===== config.mk =====
export PLATFORM = sky130hd
export DESIGN_NAME = pep_ks_result_modswitch
export DESIGN_NICKNAME = d
export VERILOG_FILES = /design/src/rtl/pep_ks_common_param_pkg.sv /design/src/rtl/pep_ks_result_modswitch_fifo_reg.sv /design/src/rtl/pep_ks_result_modswitch.sv
export SDC_FILE = /design/constraint.sdc
export NUM_CORES = 1
export LEC_CHECK = 0
export CAP_MARGIN = 0
export CORE_MARGIN = 2
export CORE_UTILIZATION = 50
export DETAILED_ROUTE_END_ITERATION = 8
export HOLD_SLACK_MARGIN = 0.06
export PLACE_DENSITY = 0.8
export SYNTH_ARGS = -nofsm -noshare
export SYNTH_HDL_FRONTEND = slang
export SYNTH_HIERARCHICAL = 1
export SYNTH_SLANG_ARGS = --single-unit

===== constraint.sdc =====
create_clock -name clk -period 17.55 [get_ports clk]
set_clock_uncertainty 0.2 [all_clocks]
set_input_delay 1.755 -clock clk [delete_from_list [all_inputs] [get_ports clk]]
set_output_delay 1.755 -clock clk [all_outputs]
set_load 0.1 [all_outputs]

===== src/rtl/pep_ks_common_param_pkg.sv =====
`default_nettype none
// ============================================================================
// Module      : pep_ks_common_param_pkg
// Description : Shared key-switch parameters, result/element types and the
//               PBS pointer distance helper.
// Revision    : 1.0
// ============================================================================
package pep_ks_common_param_pkg;

    localparam int LWE_COEF_W   = 32;
    localparam int KS_MS_W      = 12;
    localparam int KS_CORR_W    = 20;
    localparam int BATCH_PBS_NB = 8;
    localparam int TOTAL_PBS_NB = 8;
    localparam int PID_W        = $clog2(TOTAL_PBS_NB);
    localparam int LWE_K        = 10;
    localparam int KS_LOOP_W    = $clog2(LWE_K);

    typedef struct packed {
        logic [KS_LOOP_W-1:0]                     ks_loop;
        logic [PID_W:0]                           wp;
        logic [PID_W:0]                           rp;
        logic [BATCH_PBS_NB-1:0][LWE_COEF_W-1:0] lwe_a;
        logic [BATCH_PBS_NB-1:0][KS_CORR_W-1:0]  corr_a;
    } ks_result_t;

    localparam int KS_RESULT_W = $bits(ks_result_t);

    typedef struct packed {
        logic [KS_MS_W-1:0]   coef;
        logic [PID_W-1:0]     pid;
        logic [KS_LOOP_W-1:0] idx;
        logic                 last;
    } ms_elt_t;

    localparam int MS_ELT_W = $bits(ms_elt_t);

    typedef enum logic [0:0] {
        IDLE   = 1'b0,
        SERIAL = 1'b1
    } ms_state_e;

    // Pointers carry a wrap bit above the slot index; differing wrap bits
    // mean wp has lapped past the end of the slot range.
    function automatic logic [PID_W:0] pt_elt_nb(input logic [PID_W:0] wp,
                                                 input logic [PID_W:0] rp);
        logic [PID_W:0] n;
        if (wp[PID_W] == rp[PID_W])
            n = {1'b0, wp[PID_W-1:0]} - {1'b0, rp[PID_W-1:0]};
        else
            n = (PID_W+1)'(TOTAL_PBS_NB) - {1'b0, rp[PID_W-1:0]} + {1'b0, wp[PID_W-1:0]};
        return n;
    endfunction

endpackage
`default_nettype wire


===== src/rtl/pep_ks_result_modswitch_fifo_reg.sv =====
`default_nettype none
// ============================================================================
// Module      : fifo_reg
// Description : Register-based circular FIFO with synchronous flush.
// Revision    : 1.0
// ============================================================================
module fifo_reg #(
    parameter int WIDTH = 8,
    parameter int DEPTH = 2
) (
    input  logic             clk,
    input  logic             a_rst_n,
    input  logic             i_flush,
    input  logic [WIDTH-1:0] i_data,
    input  logic             i_vld,
    output logic             o_rdy,
    output logic [WIDTH-1:0] o_data,
    output logic             o_vld,
    input  logic             i_rdy
);

    localparam int c_PTR_W = (DEPTH > 1) ? $clog2(DEPTH) : 1;
    localparam int c_CNT_W = $clog2(DEPTH + 1);
    localparam logic [c_PTR_W-1:0] c_LAST_PTR = c_PTR_W'(DEPTH - 1);
    localparam logic [c_CNT_W-1:0] c_FULL     = c_CNT_W'(DEPTH);

    logic [WIDTH-1:0]   r_mem [0:DEPTH-1];
    logic [c_PTR_W-1:0] r_wptr;
    logic [c_PTR_W-1:0] r_rptr;
    logic [c_CNT_W-1:0] r_cnt;
    logic               w_push;
    logic               w_pop;

    assign o_rdy  = (r_cnt != c_FULL);
    assign o_vld  = (r_cnt != '0);
    assign o_data = r_mem[r_rptr];
    assign w_push = i_vld & o_rdy;
    assign w_pop  = o_vld & i_rdy;

    always_ff @(posedge clk or negedge a_rst_n) begin
        if (!a_rst_n) begin
            r_wptr <= '0;
            r_rptr <= '0;
            r_cnt  <= '0;
        end else if (i_flush) begin
            r_wptr <= '0;
            r_rptr <= '0;
            r_cnt  <= '0;
        end else begin
            if (w_push)
                r_wptr <= (r_wptr == c_LAST_PTR) ? '0 : r_wptr + c_PTR_W'(1);
            if (w_pop)
                r_rptr <= (r_rptr == c_LAST_PTR) ? '0 : r_rptr + c_PTR_W'(1);
            case ({w_push, w_pop})
                2'b10:   r_cnt <= r_cnt + c_CNT_W'(1);
                2'b01:   r_cnt <= r_cnt - c_CNT_W'(1);
                default: r_cnt <= r_cnt;
            endcase
        end
    end

    always_ff @(posedge clk) begin
        if (w_push && !i_flush)
            r_mem[r_wptr] <= i_data;
    end

endmodule
`default_nettype wire


===== src/rtl/pep_ks_result_modswitch.sv =====
`default_nettype none
// ============================================================================
// Module      : pep_ks_result_modswitch
// Description : Serializes key-switch results into per-PBS coefficients and
//               mod-switches each one to 2N with round-to-nearest.
// Revision    : 1.0
// ============================================================================
module pep_ks_result_modswitch
    import pep_ks_common_param_pkg::*;
#(
    parameter int OUT_FIFO_DEPTH = 2
) (
    input  logic                   clk,
    input  logic                   a_rst_n,
    input  logic [KS_RESULT_W-1:0] ks_seq_result,
    input  logic                   ks_seq_result_vld,
    output logic                   ks_seq_result_rdy,
    input  logic                   reset_cache,
    output logic [KS_MS_W-1:0]     ms_wr_coef,
    output logic [PID_W-1:0]       ms_wr_pid,
    output logic [KS_LOOP_W-1:0]   ms_wr_idx,
    output logic                   ms_wr_last,
    output logic                   ms_wr_vld,
    input  logic                   ms_wr_rdy
);

    localparam int c_SH = LWE_COEF_W - KS_MS_W;
    localparam logic [LWE_COEF_W:0]  c_RND      = (LWE_COEF_W+1)'(1) << (c_SH - 1);
    localparam logic [PID_W-1:0]     c_CNT_MAX  = PID_W'(BATCH_PBS_NB - 1);
    localparam logic [KS_LOOP_W-1:0] c_LAST_LOOP = KS_LOOP_W'(LWE_K - 1);

    ms_state_e        r_state;
    ms_state_e        w_state_nxt;
    logic [PID_W-1:0] r_cnt;
    logic [PID_W-1:0] w_cnt_nxt;
    logic             r_reset_loop;
    logic             r_rdy_en;
    ks_result_t       r_res;
    ks_result_t       w_in;

    logic [PID_W:0]        w_n;
    logic [PID_W:0]        w_in_n;
    logic                  w_last;
    logic                  w_issue;
    logic                  w_load;
    logic                  w_fifo_in_rdy;
    logic                  w_fifo_out_vld;
    logic [LWE_COEF_W-1:0] w_sum;
    logic [LWE_COEF_W:0]   w_rnd;
    logic [PID_W:0]        w_pid_full;
    ms_elt_t               w_elt;
    ms_elt_t               w_out;

    assign w_in    = ks_seq_result;
    assign w_n     = pt_elt_nb(r_res.wp, r_res.rp);
    assign w_in_n  = pt_elt_nb(w_in.wp, w_in.rp);
    assign w_last  = (({1'b0, r_cnt} + (PID_W+1)'(1)) == w_n);
    assign w_issue = (r_state == SERIAL) & w_fifo_in_rdy & ~r_reset_loop;

    assign ks_seq_result_rdy = r_rdy_en &
                               ((r_state == IDLE) | (w_issue & w_last) | r_reset_loop);
    // Empty results (wp == rp) are consumed without entering SERIAL.
    assign w_load = ks_seq_result_vld & ks_seq_result_rdy & ~r_reset_loop & (w_in_n != '0);

    always_comb begin
        w_state_nxt = r_state;
        w_cnt_nxt   = r_cnt;
        if (r_reset_loop) begin
            w_state_nxt = IDLE;
            w_cnt_nxt   = '0;
        end else begin
            case (r_state)
                IDLE: begin
                    if (w_load) begin
                        w_state_nxt = SERIAL;
                        w_cnt_nxt   = '0;
                    end
                end
                SERIAL: begin
                    if (w_issue) begin
                        if (w_last) begin
                            w_cnt_nxt   = '0;
                            w_state_nxt = w_load ? SERIAL : IDLE;
                        end else begin
                            w_cnt_nxt = (r_cnt == c_CNT_MAX) ? '0 : r_cnt + PID_W'(1);
                        end
                    end
                end
                default: begin
                    w_state_nxt = IDLE;
                    w_cnt_nxt   = '0;
                end
            endcase
        end
    end

    always_ff @(posedge clk or negedge a_rst_n) begin
        if (!a_rst_n) begin
            r_state      <= IDLE;
            r_cnt        <= '0;
            r_reset_loop <= 1'b0;
            r_rdy_en     <= 1'b0;
        end else begin
            r_state      <= w_state_nxt;
            r_cnt        <= w_cnt_nxt;
            r_reset_loop <= reset_cache;
            r_rdy_en     <= 1'b1;
        end
    end

    always_ff @(posedge clk) begin
        if (w_load)
            r_res <= w_in;
    end

    // Round to nearest on one extra bit; the top bits fold back to 0 at 2N.
    always_comb begin
        w_sum      = r_res.lwe_a[r_cnt] + LWE_COEF_W'(r_res.corr_a[r_cnt]);
        w_rnd      = {1'b0, w_sum} + c_RND;
        w_pid_full = {1'b0, r_res.rp[PID_W-1:0]} + {1'b0, r_cnt};
        w_elt.coef = w_rnd[c_SH +: KS_MS_W];
        w_elt.pid  = w_pid_full[PID_W-1:0];
        w_elt.idx  = r_res.ks_loop;
        w_elt.last = w_last & (r_res.ks_loop == c_LAST_LOOP);
    end

    fifo_reg #(
        .WIDTH (MS_ELT_W),
        .DEPTH (OUT_FIFO_DEPTH)
    ) u_out_fifo (
        .clk     (clk),
        .a_rst_n (a_rst_n),
        .i_flush (r_reset_loop),
        .i_data  (w_elt),
        .i_vld   (w_issue),
        .o_rdy   (w_fifo_in_rdy),
        .o_data  (w_out),
        .o_vld   (w_fifo_out_vld),
        .i_rdy   (ms_wr_rdy & ~r_reset_loop)
    );

    assign ms_wr_vld  = w_fifo_out_vld & ~r_reset_loop;
    assign ms_wr_coef = w_out.coef;
    assign ms_wr_pid  = w_out.pid;
    assign ms_wr_idx  = w_out.idx;
    assign ms_wr_last = w_out.last & ms_wr_vld;

endmodule
`default_nettype wire

==> summary.md <==
| Metric | Value |
|---|---|
| Die ar. | slightly above 40000 um^2 |
| Largest net degree at the start of global routing | 92 |
| Starting Density | between 50% and 60% |
| H-tree depth | 2 |
| First-pass GRT wire length | 66900 um |
| Core area | between 30000 and 40000 um^2 |
| FFs w/ async S/R, synth | under 10% |
| Final hold vios | 0 |
| CTS Buf Count | 49 |
| Setup crit end kind | primary output |
| Clock sink total | approximately 480 |
| Yosys top cell area share | around 72% |
| Clock buffer depth | 3 |
| Outcome | completed |
| Area of the multi-input gates | around 4800 um^2 |
| First DRT Iteration DRCs | approximately 630 |
| Top FF cell, synth | edfxtp_1 |
| Hold Slack | about 0.29 ns |
| Global Route Usage Sum | between 20% and 30% |
| Fin crit period | around 6.6 ns |
| # rows | approximately 70 |
| Worst hold path class | reg2reg |
| Commonest non-fill, non-tap cell in the layout | edfxtp_1 |
| CP required | about 16 ns |
| R2r setup slk | 11.33 ns |
| Crit-path max FO | 41 |
| PwrDens | between 90 and 100 nW/um^2 |
| Internal power | a little over 2 mW |
| Die W | ~200 um |
| Routed length per instance | about 23 um |
| Routed Antenna Nets | 0 |
| Sequential cell area | between 10000 and 15000 um^2 |
| Sw power | around 0.54 mW |
| Area of the mapped netlist | ~19000 um^2 |
| Fill cells | 2489 |
| Max VDD drop | ~0.000072 V |
| Crit path from | r_cnt[2] |
| Worst slew pin tran | roughly 1.1 ns |
| Final WL | approximately 45000 um |
| Placed cell count | approximately 1.9k |
| Post-CTS Setup Inserts | 0 |
| Vias in the first global route | approximately 11k |
| Final setup TNS | 0 ns |
| Vias per inst | 5.39 |
| Antenna violations before repair | 10 |
| Relative slew slack | 25.1% |
| Clock root buffer | clkbuf_16 |
| Period utilisation layout | ~37% |
| Fmax | approximately 0.15 GHz |
| First drt pass iteration count | 5 |
| Syn_nets | roughly 1.4k |
| Largest cells by area after synthesis | edfxtp_1 72%, mux4_2 11%, mux2_2 3.5%, ha_1 3.0%, dfrtp_1 1.3% |
| Clk_lat worst skew | a little under 0.6 ns |
| Post_cts resized | 0 |
| Sequential-to-total area share from yosys stat | 73.8% |
| Util after Layout | around two thirds |
| Yosys warns | 6 |
| Type of element launching the critical path | flip-flop |
| Count of cell types in the netlist | 58 |
| Vias | approximately 11k |
| DRC | 0 |
| Share of cells above drive strength 1 | between 10% and 20% |
| Final nets | approximately 1.9k |
| Sw Share | between 20% and 30% |
| Post-DP HPWL | about 33000 um |
| Finished Layout Cells | between 1.5k and 2k |
| Reg2reg start | r_cnt[2] |
| Sequential Power Share | about half |
| Combinational Power Share | just under 10% |
| Synthesized flop and latch total | roughly 480 |
| Routability cong. | approximately 0.86 |
| Setup CP Type | reg2out |
| Die extent in y | 201 um |
| Most frequent cells in the layout | 468 x edfxtp_1, 454 x clkdlybuf4s50_1, 97 x mux4_2, 61 x mux2_2, 51 x clkbuf_16 |
| Avg Cell Area, Syn | around 21 um^2 |
| Clock-pin slew on the worst setup and hold paths | 0.06 ns |
| Reg2Reg Depth | 11 |
| I/O pins | about 460 |
| Pwr Total | roughly 2.6 mW |
| Clock power share | roughly two fifths |
| Syn-to-layout area delta | 34.4% |
| # hold bufs at CTS | 0 |
| Reg2reg end | r_res[48] |
| Worst setup endpoint | ks_seq_result_rdy |
| Port-buffer cells | 454 |
| LEAKAGE | roughly 8.6 nW |
| Final setup vio count | 0 |
| Crit path DAT | approximately 4.6 ns |
| Fin. max-slew vios | 0 |
| Area leader, netlist | edfxtp_1 |
| Max_cap viols | 0 |
| TritonCTS clock tree | done |
| Synthesized instance count | about 920 |
| RSZ-0062 raised after global routing | no |
| Post-synth EDFFs | about 470 |
| Remaining Overflow, GRT | 0 |
-- sequential cells by signal (all words and copies together), names as in the netlist --
register / cells
u_out_fifo/r_cnt: 2
r_cnt: 3
r_res: 428
r_state: 1
r_rdy_en: 1
u_out_fifo/r_wptr: 1
u_out_fifo/r_mem: 40
r_reset_loop: 1
u_out_fifo/r_rptr: 1
-- cells by family (layout without fill, tap and decap cells) --
kind of cell	after synthesis	count (layout)	share of synthesized area [%]
compound gates	57	57	2.03
xor+xnor	21	21	0.949
fa+ha+maj	50	50	3.34
buf+inv	53	572	1.45
flops	478	478	73.8
mux	175	175	16.1
other cells	1	11	0.0193
simple gates	80	80	2.33
-- worst min path at each step --
stage                                         to       start  slack, ns  cells past startpoint
after floorplan           u_out_fifo/r_mem[0][1]  r_res[424]       0.24                      0
after global placement    u_out_fifo/r_mem[0][2]  r_res[425]       0.29                      0
after detailed placement  u_out_fifo/r_mem[0][2]  r_res[425]       0.28                      0
after CTS                 u_out_fifo/r_mem[1][2]  r_res[425]       0.29                      0
after global routing      u_out_fifo/r_mem[1][2]  r_res[425]       0.30                      0
final                     u_out_fifo/r_mem[0][1]  r_res[424]       0.29                      0
-- stage by stage --
stage	worst slack, ns	cell area, um^2
final	10.98	26100
after global routing	10.74	26100
after CTS	10.91	26000
after detailed placement	10.89	24500
after global placement	11.05	24500
after floorplan	4.03	19400
-- cell type report --
| cell class | instances | share of cell area (%) |
|---|---|---|
| diodes | 10 | 0.0960 |
| clock buffers | 60 | 5.03 |
| multi-input cells | 384 | 18.5 |
| clock inverters | 28 | 0.936 |
| inverters | 19 | 0.274 |
| repair buffers | 465 | 17.8 |
| well taps | 518 | 2.49 |
| flip-flops and latches | 478 | 54.9 |
-- routing by layer --
layer | GRT usage [%] | vias up | share of wire, %
met4 | 10.4 | 0 | 3.8
met2 | 38.4 | 415 | 52
li1 | - | 4766 | -
met1 | 27.7 | 5310 | 38
met5 | 0 | - | 0
met3 | 4.24 | 90 | 6.4
-- cell usage after synthesis, types with 2 or more instances --
cell,count
a21o_1,8
a21oi_1,17
a221oi_1,2
a31o_2,2
a31oi_1,3
and2_1,3
and3_1,3
and4_1,2
buf_1,3
buf_2,12
buf_4,7
buf_6,4
clkbuf_1,7
dfrtp_1,10
edfxtp_1,468
fa_1,3
ha_1,47
inv_1,18
mux2_2,61
mux2i_1,12
mux4_1,5
mux4_2,97
nand2_1,20
nand2b_1,2
nand3_1,11
nand3b_1,3
nand4_1,5
nor2_1,5
nor2b_1,7
nor3_1,4
nor3b_1,4
nor4_1,2
o211ai_1,2
o21a_1,4
o21ai_0,8
o21ai_2,2
or2_2,2
xnor2_1,13
xor2_1,8
-- worst max-delay path, stage by stage (launching register included) --
cell	delay, ns
dfrtp_4	0.71
buf_4	0.59
ha_1	0.36
xor2_1	0.19
xnor2_1	0.14
nand3_1	0.10
nor3b_1	0.44
and2_1	0.22
o21a_1	0.14
clkdlybuf4s50_1	1.13
-- power by group through the flow --
stage / sequential (mW) / clock, mW / combinational, mW
after CTS: 1.32 / 1.03 / 0.258
after global routing: 1.32 / 1.07 / 0.276
after detailed placement: 1.34 / 0 / 0.256
final: 1.32 / 1.00 / 0.256
after floorplan: 1.35 / 0 / 0.126
after global placement: 1.34 / 0 / 0.252
Note: power is estimated with default switching activity, not from simulation.
